### src/rtl/acc_pkg.sv
// Shared types and status/control bit positions for the SHA-256 accelerator controller.
// Also used by the host driver model.
package acc_pkg;

   typedef enum logic [3:0] {
      StIdle,
      StWrBusy,
      StRdBlk,
      StInit,
      StUpd1,
      StHash,
      StUpd2,
      StCheck,
      StWrHash,
      StWrDone
   } state_t;

   localparam int unsigned STATUS_DONE  = 1;
   localparam int unsigned STATUS_BUSY  = 2;
   localparam int unsigned STATUS_ERR   = 3;
   localparam int unsigned STATUS_FOUND = 4;
   localparam int unsigned STATUS_W     = 5;

   localparam int unsigned CTRL_START = 0;
   localparam int unsigned CTRL_SWEEP = 1;

   // Mask covering the top z bits of a digest; z == 0 gives an empty mask.
   function automatic logic [255:0] lead_mask(input logic [5:0] z);
      return ~({256{1'b1}} >> z);
   endfunction

endpackage

### src/rtl/acc_word_writer.sv
// Writes a 256-bit digest as consecutive DATA_W-bit words starting at BASE_ADDR.
// A word advances only when its write is accepted; stop abandons the loop.
module acc_word_writer #(
   parameter int unsigned ADDR_W = 16,
   parameter int unsigned DATA_W = 32,
   parameter logic [ADDR_W-1:0] BASE_ADDR = 16'h5008
) (
   input  logic              clk,
   input  logic              rst_n,
   input  logic              start,
   input  logic              stop,
   input  logic              wr_done,
   input  logic [255:0]      digest,
   output logic              last,
   output logic              wr_en,
   output logic [ADDR_W-1:0] wr_addr,
   output logic [DATA_W-1:0] wr_data
);

   localparam int unsigned NUM_WORDS = 256 / DATA_W;
   localparam int unsigned IDX_W = $clog2(NUM_WORDS + 1);

   logic             busy_q;
   logic [IDX_W-1:0] idx_q;
   logic [8:0]       bit_off;

   always_ff @(posedge clk) begin
      if (!rst_n) begin
         busy_q <= 1'b0;
         idx_q  <= '0;
      end else if (start) begin
         busy_q <= 1'b1;
         idx_q  <= '0;
      end else if (busy_q && (stop || (wr_done && last))) begin
         busy_q <= 1'b0;
         idx_q  <= '0;
      end else if (busy_q && wr_done) begin
         idx_q <= idx_q + 1'b1;
      end
   end

   assign last    = busy_q && (idx_q == IDX_W'(NUM_WORDS - 1));
   assign bit_off = 9'(idx_q) * 9'(DATA_W);
   assign wr_en   = busy_q;
   assign wr_addr = BASE_ADDR + ADDR_W'(idx_q) * ADDR_W'(DATA_W);
   assign wr_data = digest[bit_off +: DATA_W];

endmodule

### src/rtl/acc_multiblock_ctrl.sv
// Control FSM for the SHA-256 accelerator: reads NUM_BLOCKS blocks, sequences MS/CM,
// optionally sweeps the nonce against a leading-zero target, and writes digest and status.
module acc_multiblock_ctrl
   import acc_pkg::*;
#(
   parameter int unsigned MEM_LISTEN_ADDR_SIZE = 16,
   parameter int unsigned MEM_LISTEN_DATA_SIZE = 32,
   parameter int unsigned MEM_ADDR_SIZE        = 16,
   parameter int unsigned MEM_READ_DATA_SIZE   = 512,
   parameter int unsigned MEM_WRITE_DATA_SIZE  = 32,
   parameter int unsigned NUM_BLOCKS           = 3,
   parameter int unsigned ROUNDS               = 64,
   parameter logic [MEM_ADDR_SIZE-1:0] HCB_START_ADDR = 16'h1000,
   parameter logic [MEM_ADDR_SIZE-1:0] ACB_START_ADDR = 16'h5000,
   parameter logic [MEM_ADDR_SIZE-1:0] ACB_H0_OFFSET  = 16'h0008,
   parameter int unsigned NONCE_W              = 32,
   parameter int unsigned MAX_PASSES           = 16
) (
   input  logic                              clk,
   input  logic                              rst_n,
   input  logic                              mem_listen_en,
   input  logic [MEM_LISTEN_ADDR_SIZE-1:0]   mem_listen_addr,
   input  logic [MEM_LISTEN_DATA_SIZE-1:0]   mem_listen_data,
   output logic                              rd_en,
   output logic [MEM_ADDR_SIZE-1:0]          rd_addr,
   input  logic                              rd_valid,
   output logic                              wr_en,
   output logic [MEM_ADDR_SIZE-1:0]          wr_addr,
   output logic [MEM_WRITE_DATA_SIZE-1:0]    wr_data,
   input  logic                              wr_done,
   input  logic [255:0]                      cm_out,
   output logic                              ms_init,
   output logic                              ms_enable,
   output logic                              cm_rst_hash_n,
   output logic                              cm_update_A_H,
   output logic                              cm_is_hashing,
   output logic                              cm_update_H0_7,
   output logic [$clog2(ROUNDS):0]           cm_cycle_count,
   output logic [$clog2(NUM_BLOCKS):0]       msg_sel,
   output logic [NONCE_W-1:0]                nonce,
   output logic                              hash_done
);

   localparam int unsigned CC_W   = $clog2(ROUNDS) + 1;
   localparam int unsigned BLK_W  = $clog2(NUM_BLOCKS) + 1;
   localparam int unsigned PASS_W = $clog2(MAX_PASSES + 1);

   state_t              state_q;
   logic [CC_W-1:0]     round_q;
   logic [BLK_W-1:0]    blk_q;
   logic [PASS_W-1:0]   passes_q;
   logic [PASS_W-1:0]   passes_nxt;
   logic [NONCE_W-1:0]  nonce_q;
   logic [5:0]          zt_q;
   logic                sweep_q, err_q, found_q;

   logic ctrl_hit, start_wr, abort_wr, aborting, met, more_passes, last_blk;
   logic ww_start, ww_stop, ww_last, ww_en;
   logic [MEM_ADDR_SIZE-1:0]       ww_addr;
   logic [MEM_WRITE_DATA_SIZE-1:0] ww_data;
   logic [STATUS_W-1:0]            status;
   logic                           unused_bits;

   assign ctrl_hit    = mem_listen_en
                        && (mem_listen_addr == MEM_LISTEN_ADDR_SIZE'(ACB_START_ADDR));
   assign start_wr    = ctrl_hit && mem_listen_data[CTRL_START];
   assign abort_wr    = ctrl_hit && !mem_listen_data[CTRL_START];
   assign aborting    = err_q || abort_wr;
   assign met         = (cm_out & lead_mask(zt_q)) == '0;
   assign passes_nxt  = passes_q + 1'b1;
   assign more_passes = passes_nxt < PASS_W'(MAX_PASSES);
   assign last_blk    = blk_q == BLK_W'(NUM_BLOCKS - 1);
   assign ww_start    = (state_q == StCheck) && !aborting && (!sweep_q || met || !more_passes);
   assign ww_stop     = (state_q == StWrHash) && aborting && wr_done;
   assign unused_bits = ^mem_listen_data[MEM_LISTEN_DATA_SIZE-1:8];

   acc_word_writer #(
      .ADDR_W   (MEM_ADDR_SIZE),
      .DATA_W   (MEM_WRITE_DATA_SIZE),
      .BASE_ADDR(ACB_START_ADDR + ACB_H0_OFFSET)
   ) u_writer (
      .clk    (clk),
      .rst_n  (rst_n),
      .start  (ww_start),
      .stop   (ww_stop),
      .wr_done(wr_done),
      .digest (cm_out),
      .last   (ww_last),
      .wr_en  (ww_en),
      .wr_addr(ww_addr),
      .wr_data(ww_data)
   );

   always_ff @(posedge clk) begin
      if (!rst_n) begin
         state_q  <= StIdle;
         round_q  <= '0;
         blk_q    <= '0;
         passes_q <= '0;
         nonce_q  <= '0;
         zt_q     <= '0;
         sweep_q  <= 1'b0;
         err_q    <= 1'b0;
         found_q  <= 1'b0;
      end else begin
         if (abort_wr && state_q != StIdle && state_q != StWrDone) err_q <= 1'b1;
         // Abort never cuts an open request short: RD_BLK, WR_BUSY and WR_HASH wait for the grant.
         unique case (state_q)
            StIdle: if (start_wr) begin
               state_q  <= StWrBusy;
               sweep_q  <= mem_listen_data[CTRL_SWEEP];
               zt_q     <= mem_listen_data[7:2];
               nonce_q  <= '0;
               passes_q <= '0;
               blk_q    <= '0;
               round_q  <= '0;
               err_q    <= 1'b0;
               found_q  <= 1'b0;
            end
            StWrBusy: if (wr_done) begin
               blk_q   <= '0;
               state_q <= aborting ? StWrDone : StRdBlk;
            end
            StRdBlk: if (rd_valid) begin
               if (aborting) state_q <= StWrDone;
               else          state_q <= (blk_q == '0) ? StInit : StUpd1;
            end
            StInit: state_q <= aborting ? StWrDone : StUpd1;
            StUpd1: state_q <= aborting ? StWrDone : StHash;
            StHash: begin
               if (aborting) begin
                  round_q <= '0;
                  state_q <= StWrDone;
               end else if (round_q == CC_W'(ROUNDS)) begin
                  round_q <= '0;
                  state_q <= StUpd2;
               end else begin
                  round_q <= round_q + 1'b1;
               end
            end
            StUpd2: begin
               if (aborting)      state_q <= StWrDone;
               else if (last_blk) state_q <= StCheck;
               else begin
                  blk_q   <= blk_q + 1'b1;
                  state_q <= StRdBlk;
               end
            end
            StCheck: begin
               if (aborting) state_q <= StWrDone;
               else if (!sweep_q || met || !more_passes) begin
                  found_q <= sweep_q && met;
                  state_q <= StWrHash;
               end else begin
                  nonce_q  <= nonce_q + 1'b1;
                  passes_q <= passes_nxt;
                  blk_q    <= '0;
                  state_q  <= StRdBlk;
               end
            end
            StWrHash: if (wr_done && (aborting || ww_last)) state_q <= StWrDone;
            StWrDone: if (wr_done) state_q <= StIdle;
            default:  state_q <= StIdle;
         endcase
      end
   end

   always_comb begin
      status                 = '0;
      status[STATUS_DONE]    = 1'b1;
      status[STATUS_ERR]     = err_q;
      status[STATUS_FOUND]   = found_q && !err_q;
      rd_en          = 1'b0;
      rd_addr        = '0;
      wr_en          = 1'b0;
      wr_addr        = '0;
      wr_data        = '0;
      ms_init        = 1'b0;
      ms_enable      = 1'b0;
      cm_rst_hash_n  = 1'b1;
      cm_update_A_H  = 1'b0;
      cm_is_hashing  = 1'b0;
      cm_update_H0_7 = 1'b0;
      hash_done      = 1'b0;
      cm_cycle_count = (state_q == StIdle) ? '0 : round_q;
      msg_sel        = (state_q == StIdle) ? '0 : blk_q;
      nonce          = (state_q == StIdle) ? '0 : nonce_q;
      unique case (state_q)
         StWrBusy: begin
            wr_en   = 1'b1;
            wr_addr = ACB_START_ADDR;
            wr_data = MEM_WRITE_DATA_SIZE'(1 << STATUS_BUSY);
         end
         StRdBlk: begin
            rd_en   = 1'b1;
            rd_addr = HCB_START_ADDR
                      + MEM_ADDR_SIZE'(blk_q) * MEM_ADDR_SIZE'(MEM_READ_DATA_SIZE);
         end
         StInit: cm_rst_hash_n = 1'b0;
         StUpd1: begin
            cm_update_A_H = 1'b1;
            ms_init       = 1'b1;
         end
         StHash: begin
            ms_enable     = 1'b1;
            cm_is_hashing = 1'b1;
         end
         StUpd2: cm_update_H0_7 = 1'b1;
         StWrHash: begin
            wr_en   = ww_en;
            wr_addr = ww_addr;
            wr_data = ww_data;
         end
         StWrDone: begin
            wr_en     = 1'b1;
            wr_addr   = ACB_START_ADDR;
            wr_data   = MEM_WRITE_DATA_SIZE'(status);
            hash_done = wr_done;
         end
         default: ;
      endcase
   end

endmodule

### config.mk
export PLATFORM = sky130hd
export DESIGN_NAME = acc_multiblock_ctrl
export DESIGN_NICKNAME = d
export VERILOG_FILES = /design/src/rtl/acc_pkg.sv /design/src/rtl/acc_word_writer.sv /design/src/rtl/acc_multiblock_ctrl.sv
export SDC_FILE = /design/constraint.sdc
export NUM_CORES = 1
export LEC_CHECK = 0
export CAP_MARGIN = 0
export CELL_PAD_IN_SITES_DETAIL_PLACEMENT = 1
export CELL_PAD_IN_SITES_GLOBAL_PLACEMENT = 2
export CORE_MARGIN = 4
export CORE_UTILIZATION = 22
export DETAILED_ROUTE_END_ITERATION = 10
export PLACE_DENSITY = 0.9
export SYNTH_ARGS = -nofsm -noshare
export SYNTH_HDL_FRONTEND = slang
export SYNTH_SLANG_ARGS = --single-unit
### constraint.sdc
create_clock -name clk -period 5.83 [get_ports clk]
set_input_delay 1.166 -clock clk [delete_from_list [all_inputs] [get_ports clk]]
set_output_delay 1.166 -clock clk [all_outputs]
set_load 0.1 [all_outputs]
==> flow_summary_export.csv, run 1 <==
group,metric,value,unit
place,port_buffers,378,
layout,syn2layout_area_growth,60.29,%
pwr,power-per-cell-area,134.7,nW/um^2
floorplan,io_pins,424,
drt,final_antenna_net_count,0,
clocking,clk_path_buf_depth,2,
layout,final_nets,1495,
setup_path,crit_type,"reg2out",
setup_path,crit_path_max_fanout,31,
timing,rsz0062_at_grt,"false",
logic_synthesis,synthArstFlopShare,0,
logic_synthesis,syn_inst,854,
place,place.gp.congestion,0.8463,
timing,clock_skew,0.006781,ns
global_routing,antenna_found_initial,0,
logic_synthesis,ys_warn_count,0,
drt,dr.pass1.iters,4,
logic_synthesis,synth_seq_area_share,0.1827,
logic_synthesis,ys.flop_type,"dfxtp_1",
setup_path,end_kind,"output port",
clocking,cts_resized,0,
setup_path,r2r_setup_slack,2.20,ns
clocking,path_clk_slew,0.06,ns
clocking,worstSkewPairLatency,0.34,ns
logic_synthesis,yosysUniqueCellTypes,74,
timing,fin_setup_tns,0,ns
logic_synthesis,synth-adder-area-share,0.01406,
drt,vias_per_cell,5.208,
floorplan,fp.dieW,187.9,um
outcome,status,"finished, final reports clean",
timing,timing.final.ws_setup,0.9383,ns
global_routing,grt_max_degree,50,
layout,fin_util,0.3598,
layout,n_antenna_cell,0,
logic_synthesis,synth_top_area_share,0.2024,
logic_synthesis,yosys.area.top_type,"mux4_2",
global_routing,grt_pass1_vias,8683,
logic_synthesis,synthMuxAreaShare,0.2787,
timing,maxSlewHeadroom,0.2266,
place,hpwl,31240,um
timing,hold_violations,0,
logic_synthesis,synth-compound-area-share,0.1864,
timing,max_freq,0.2044,GHz
logic_synthesis,synth-seq-cells,65,
timing,holdWs,0.4785,ns
logic_synthesis,syn-mean-instance-area,8.338,sq um
timing,period_needed,4.892,ns
floorplan,dieArea,35310,sq um
logic_synthesis,synth_top_family_by_area,"multiplexers",
logic_synthesis,yosys.area_share.simple,0.2430,
timing,worstMarginPinSlew,1.160,ns
pwr,leakagePower,3.853,nW
drt,wirelength,38270,um
clocking,cts_setup_buffers,0,
global_routing,grt_use_total,0.2081,
logic_synthesis,yosys-top-cells-area,"mux4_2 20%, dfxtp_1 18%, mux2i_1 7.3%",
global_routing,grt_overflow,0,
clocking,ctsHoldBuffers,0,
pwr,peakVddDrop,0.1034,mV
logic_synthesis,synth_edf_count,0,
logic_synthesis,synth_xor_area_frac,0.01107,
timing,maxSlewViolCount,0,
floorplan,rows,65,
drt,vias,8254,
timing,layout_worst_path_cycle_share,0.8391,
place,dp_slack,0.9899,ns
clocking,htreeDepth,3,
worst_hold_path,hp-class,"reg2reg",
layout,fillerInstances,3696,
logic_synthesis,synth_area,7121,sq um
timing,setup_viol,0,
global_routing,grt_pass1_wl,56370,um
drt,drtIter0Drc,462,
setup_path,crit_path_start_kind,"flip-flop",
pwr,finalPower,0.001538,W
layout,drive_above_1_share,0.1217,
clocking,numCtsBuffers,9,
floorplan,initial_core_util,0.2245,
run,cap_violations,0,
setup_path,cp.arrival,3.73,ns
drt,drc,0,
floorplan,dieHeight,187.9,um
clocking,cts_tree,"done",
clocking,cts.sinks,65,
setup_path,crit_required,4.66,ns
drt,wl_per_cell,24.14,um
clocking,cts-root-buf,"clkbuf_16",
floorplan,core_area,31720,sq um
-- registers in the layout, indices dropped and copies added (netlist names), 3 cells and up --
| name | cells |
|---|---|
| zt_q | 6 |
| state_q | 4 |
| u_writer.idx_q | 4 |
| passes_q | 5 |
| blk_q | 3 |
| round_q | 7 |
| nonce_q | 32 |
-- final cells by class --
cell class | instances | area [sq um] | share of cell area
Sequential cell | 65 | 1308 | 0.1146
Clock buffer | 11 | 252.7 | 0.02214
Timing Repair Buffer | 391 | 3864 | 0.3385
Tap cell | 402 | 503.0 | 0.04407
Clock inverter | 5 | 83.83 | 0.007345
Multi-Input combinational cell | 688 | 5316 | 0.4658
Inverter | 23 | 86.33 | 0.007564
-- worst paths after layout --
path	from	end	cells after the start
max reg2reg	zt_q[1]$_SDFFE_PN0P_	nonce_q[20]$_SDFFE_PN0P_	8
min	sweep_q$_SDFFE_PN0P_	sweep_q$_SDFFE_PN0P_	2
min reg2reg	sweep_q$_SDFFE_PN0P_	sweep_q$_SDFFE_PN0P_	2
max	state_q[2]$_SDFFE_PN0P_	wr_data[12]	5
-- power breakdown --
part,switching [W],total (W),internal [W]
clock network,0.000222,0.000623,0.000401
registers,0.00000672,0.000452,0.000445
logic,0.000234,0.000463,0.000228
total,0.000463,0.00154,0.00107
-- synthesized netlist by cell type, types with 4 or more instances --
cell and count:
a2111o_1 7, buf_4 27, xor2_1 6, or2_2 17, nand2b_1 8, nor2b_1 34, nand4_1 14, buf_2 13
a2111oi_0 10, mux2i_1 52, o2111ai_1 13, a31oi_1 8, and4_1 4, ha_1 8, nor4_1 11, a21oi_1 52
mux4_2 64, o22a_1 4, nor2_1 91, or4_1 4, buf_1 12, o21ai_1 5, nand3_1 34, inv_1 23
nand2_1 83, dfxtp_1 65, and3_1 11, nor3_1 15, a21o_1 4, and2_1 7, a211oi_1 4, o21a_1 6
clkbuf_1 43, o21ai_0 22, o22ai_1 5
-- logic make-up (layout without fill, tap and decap cells) --
kind of cell / count (synthesis) / in the layout
mux: 118 / 118
other cells: 1 / 21
simple gates: 348 / 348
xor+xnor: 9 / 9
compound gates: 184 / 184
buf+inv: 121 / 430
flops: 65 / 65
fa+ha+maj: 8 / 8
-- cells in the final DEF (no fill, tap or decap), types with 4 or more instances in the layout --
cell type / n
conb_1: 21
and3_1: 11
a31oi_1: 8
or4_1: 4
nor4_1: 11
a21o_1: 4
a2111oi_0: 10
a21oi_1: 52
o22a_1: 4
o21a_1: 6
and4_1: 4
nand2b_1: 8
nor3_1: 15
mux2i_1: 52
o21ai_1: 5
nand4_1: 14
clkdlybuf4s50_1: 366
a2111o_1: 7
dfxtp_1: 62
o2111ai_1: 13
inv_1: 23
nor2_1: 89
buf_4: 24
and2_1: 7
nand2_1: 83
clkbuf_16: 9
nand3_1: 34
nor2b_1: 34
ha_1: 8
xor2_1: 6
o22ai_1: 5
or2_2: 17
o21ai_0: 22
mux4_2: 64
-- through the flow --
step                      std cells  instance area, sq um
after floorplan                 874                  7202
final                          1585                 11410
after detailed placement       1569                 11080
after global placement         1569                 11080
after CTS                      1585                 11410
after global routing           1585                 11410
-- worst max-delay path, stage by stage (launching register included) --
cell             delay [ns]
dfxtp_1                0.50
nor3_1                 0.69
nand2_1                0.15
or2_2                  0.56
nor2_1                 0.24
clkdlybuf4s50_1        1.21
-- layer usage --
metal | vias to the layer above | routed length, um | track usage
met2 | 297 | 18270 | 0.3488
li1 | 3821 | - | -
met5 | - | 0 | 0
met3 | 34 | 2792 | 0.05640
met1 | 4102 | 16550 | 0.2719
met4 | 0 | 653 | 0.03896
(Power assumes the default switching activity.)
==> inputs of run 2 (changes only) <==
--- a/config.mk
+++ b/config.mk
@@ -9,9 +9,9 @@
 export CELL_PAD_IN_SITES_DETAIL_PLACEMENT = 1
 export CELL_PAD_IN_SITES_GLOBAL_PLACEMENT = 2
 export CORE_MARGIN = 4
-export CORE_UTILIZATION = 22
+export CORE_UTILIZATION = 20
 export DETAILED_ROUTE_END_ITERATION = 10
-export PLACE_DENSITY = 0.9
+export PLACE_DENSITY = 0.83
 export SYNTH_ARGS = -nofsm -noshare
 export SYNTH_HDL_FRONTEND = slang
 export SYNTH_SLANG_ARGS = --single-unit
==> constraint.sdc (replaced) <==
create_clock -name clk -period 4.89 [get_ports clk]
set_input_delay 0.978 -clock clk [delete_from_list [all_inputs] [get_ports clk]]
set_output_delay 0.978 -clock clk [all_outputs]
set_load 0.1 [all_outputs]
==> run 2 against run 1 <==
Compared with the run above:
- largest cell class unchanged
- utilization down 3.4 points
- clock skew is essentially flat
- highest routed layer is now met5
- first-iteration DRC count is 0.87% lower
- critical endpoint is now blk_q[1]$_SDFFE_PN0P_
==> flow_summary_export.csv, run 2 (synthesis gave the netlist of run 1 again) <==
group,metric,value,unit
outcome,status,"finished, final reports clean",
global_routing,grt_overflow,0,
place,hpwl,31880,um
floorplan,io_pins,424,
clocking,clk_path_buf_depth,2,
clocking,cts_resized,0,
drt,vias,8313,
timing,maxSlewHeadroom,0.3049,
setup_path,crit_type,"in2reg",
floorplan,core_area,34800,sq um
setup_path,slowest_stage,"clkdlybuf4s50_1",
drt,final_antenna_net_count,0,
layout,top_register,"nonce_q",
timing,period_needed,4.034,ns
clocking,numCtsBuffers,9,
setup_path,end_kind,"flip-flop",
drt,dr.pass1.iters,5,
clocking,path_clk_slew,0.06,ns
layout,fin_util,0.3262,
setup_path,crit_path_max_fanout,6,
drt,wirelength,38890,um
timing,hold_violations,0,
clocking,cts.sinks,65,
global_routing,antenna_found_initial,10,
timing,worstMarginPinSlew,1.039,ns
timing,rsz0062_at_grt,"false",
clocking,cts_tree,"done",
floorplan,dieHeight,196.7,um
setup_path,cp.arrival,4.23,ns
pwr,leakagePower,3.970,nW
timing,max_freq,0.2479,GHz
drt,drtIter0Drc,458,
clocking,cts_setup_buffers,0,
run,cap_violations,0,
timing,setup_viol,0,
global_routing,grt_use_total,0.1915,
worst_hold_path,hp-class,"reg2reg",
setup_path,crit_required,5.09,ns
layout,final_nets,1499,
floorplan,initial_core_util,0.2046,
floorplan,rows,68,
layout,final_cell_mix,"309 x clkdlybuf4s50_1, 89 x nor2_1, 85 x buf_4, 83 x nand2_1, 64 x mux4_2",
layout,largestRegisters,"nonce_q (32), round_q (7), zt_q (6)",
pwr,peakVddDrop,0.1230,mV
setup_path,slowest_delay,0.64,ns
clocking,worstSkewPairLatency,0.34,ns
pwr,power-per-cell-area,152.7,nW/um^2
place,place.gp.congestion,0.8370,
layout,final_common_cell,"clkdlybuf4s50_1",
drt,wl_per_cell,23.58,um
global_routing,grt_pass1_vias,8559,
timing,clock_skew,0.006391,ns
layout,drive_above_1_share,0.1710,
drt,vias_per_cell,5.041,
clocking,htreeDepth,3,
floorplan,dieArea,38690,sq um
timing,layout_worst_path_cycle_share,0.8250,
global_routing,grt_pass1_wl,56710,um
setup_path,cp_num_buf_inv,1,
layout,largest_register_ff_count,32,
setup_path,crit_chain,"clkdlybuf4s50_1 -> or4_1 -> o41ai_2 -> o2111a_1 -> nand4_1 -> or4b_1 -> a211oi_2 -> or3_1 -> a21oi_1",
place,port_buffers,378,
drt,drc,0,
setup_path,crit_family,"simple AND/OR/NAND/NOR gates",
clocking,cts-root-buf,"clkbuf_16",
floorplan,fp.dieW,196.7,um
global_routing,grt_max_degree,56,
clocking,ctsHoldBuffers,0,
timing,fin_setup_tns,0,ns
layout,syn2layout_area_growth,59.43,%
timing,maxSlewViolCount,0,
setup_path,crit_path_start_kind,"primary input",
==> run 2: cell types whose count changed in the layout (fill, tap and decap cells not counted), moves of 2 or more <==
cell	before	now
clkinv_4	0	2
bufinv_16	2	0
clkbuf_1	0	2
buf_4	24	85
clkdlybuf4s50_1	366	309
inv_6	2	0
diode_2	0	7
==> run 2: metal layers <==
metal / wire (um) / track usage / vias up
met3: 2467 / 0.04581 / 59
li1: - / - / 3833
met4: 784 / 0.04777 / 6
met1: 17270 / 0.2601 / 4146
met5: 41 / 0 / -
met2: 18320 / 0.3083 / 269
==> run 2: report_power, final <==
| group | internal, W | switching (W) |
|---|---|---|
| sequential | 0.000530 | 0.00000859 |
| clock | 0.000389 | 0.000253 |
| combinational | 0.000273 | 0.000279 |
| total | 0.00119 | 0.000541 |
==> run 2: worst paths after layout <==
kind              cells after the start                  endpoint  slack (ns)                  from
setup / recovery                      9     blk_q[1]$_SDFFE_PN0P_        0.86           cm_out[234]
hold / removal                        2      sweep_q$_SDFFE_PN0P_        0.48  sweep_q$_SDFFE_PN0P_
setup reg to reg                      8  nonce_q[20]$_SDFFE_PN0P_        1.32  zt_q[1]$_SDFFE_PN0P_
hold reg to reg                       2      sweep_q$_SDFFE_PN0P_        0.48  sweep_q$_SDFFE_PN0P_
==> run 2: cell type report <==
| type | instances | area, sq um |
|---|---|---|
| multi-input combinational | 688 | 5324 |
| clock inverter | 3 | 22.52 |
| inverter | 23 | 86.33 |
| antenna | 7 | 17.52 |
| fill | 4120 | 23450 |
| tap | 455 | 569.3 |
| clock buffer | 13 | 271.5 |
| sequential | 65 | 1310 |
| timing repair buffer | 395 | 3751 |
==> run 2: worst min-delay path, stage by stage, from the launching register on <==
cell     delay [ns]
dfxtp_1        0.32
nand2_1        0.06
a21oi_1        0.05
==> run 2: stage by stage <==
stage	instances	cell area, sq um	total power (W)	hold slack [ns]	setup slack [ns]
finish	1649	11350	0.001734	0.4760	0.8555
global route	1649	11350	0.001808	0.5115	0.6656
CTS	1642	11330	0.001761	0.4814	0.8534
detailed placement	1626	11040	0.001100	0.4734	0.5117
global placement	1626	11040	0.001093	0.4650	0.5275
floorplan	874	7202	0.0007952	0.4347	0.3452
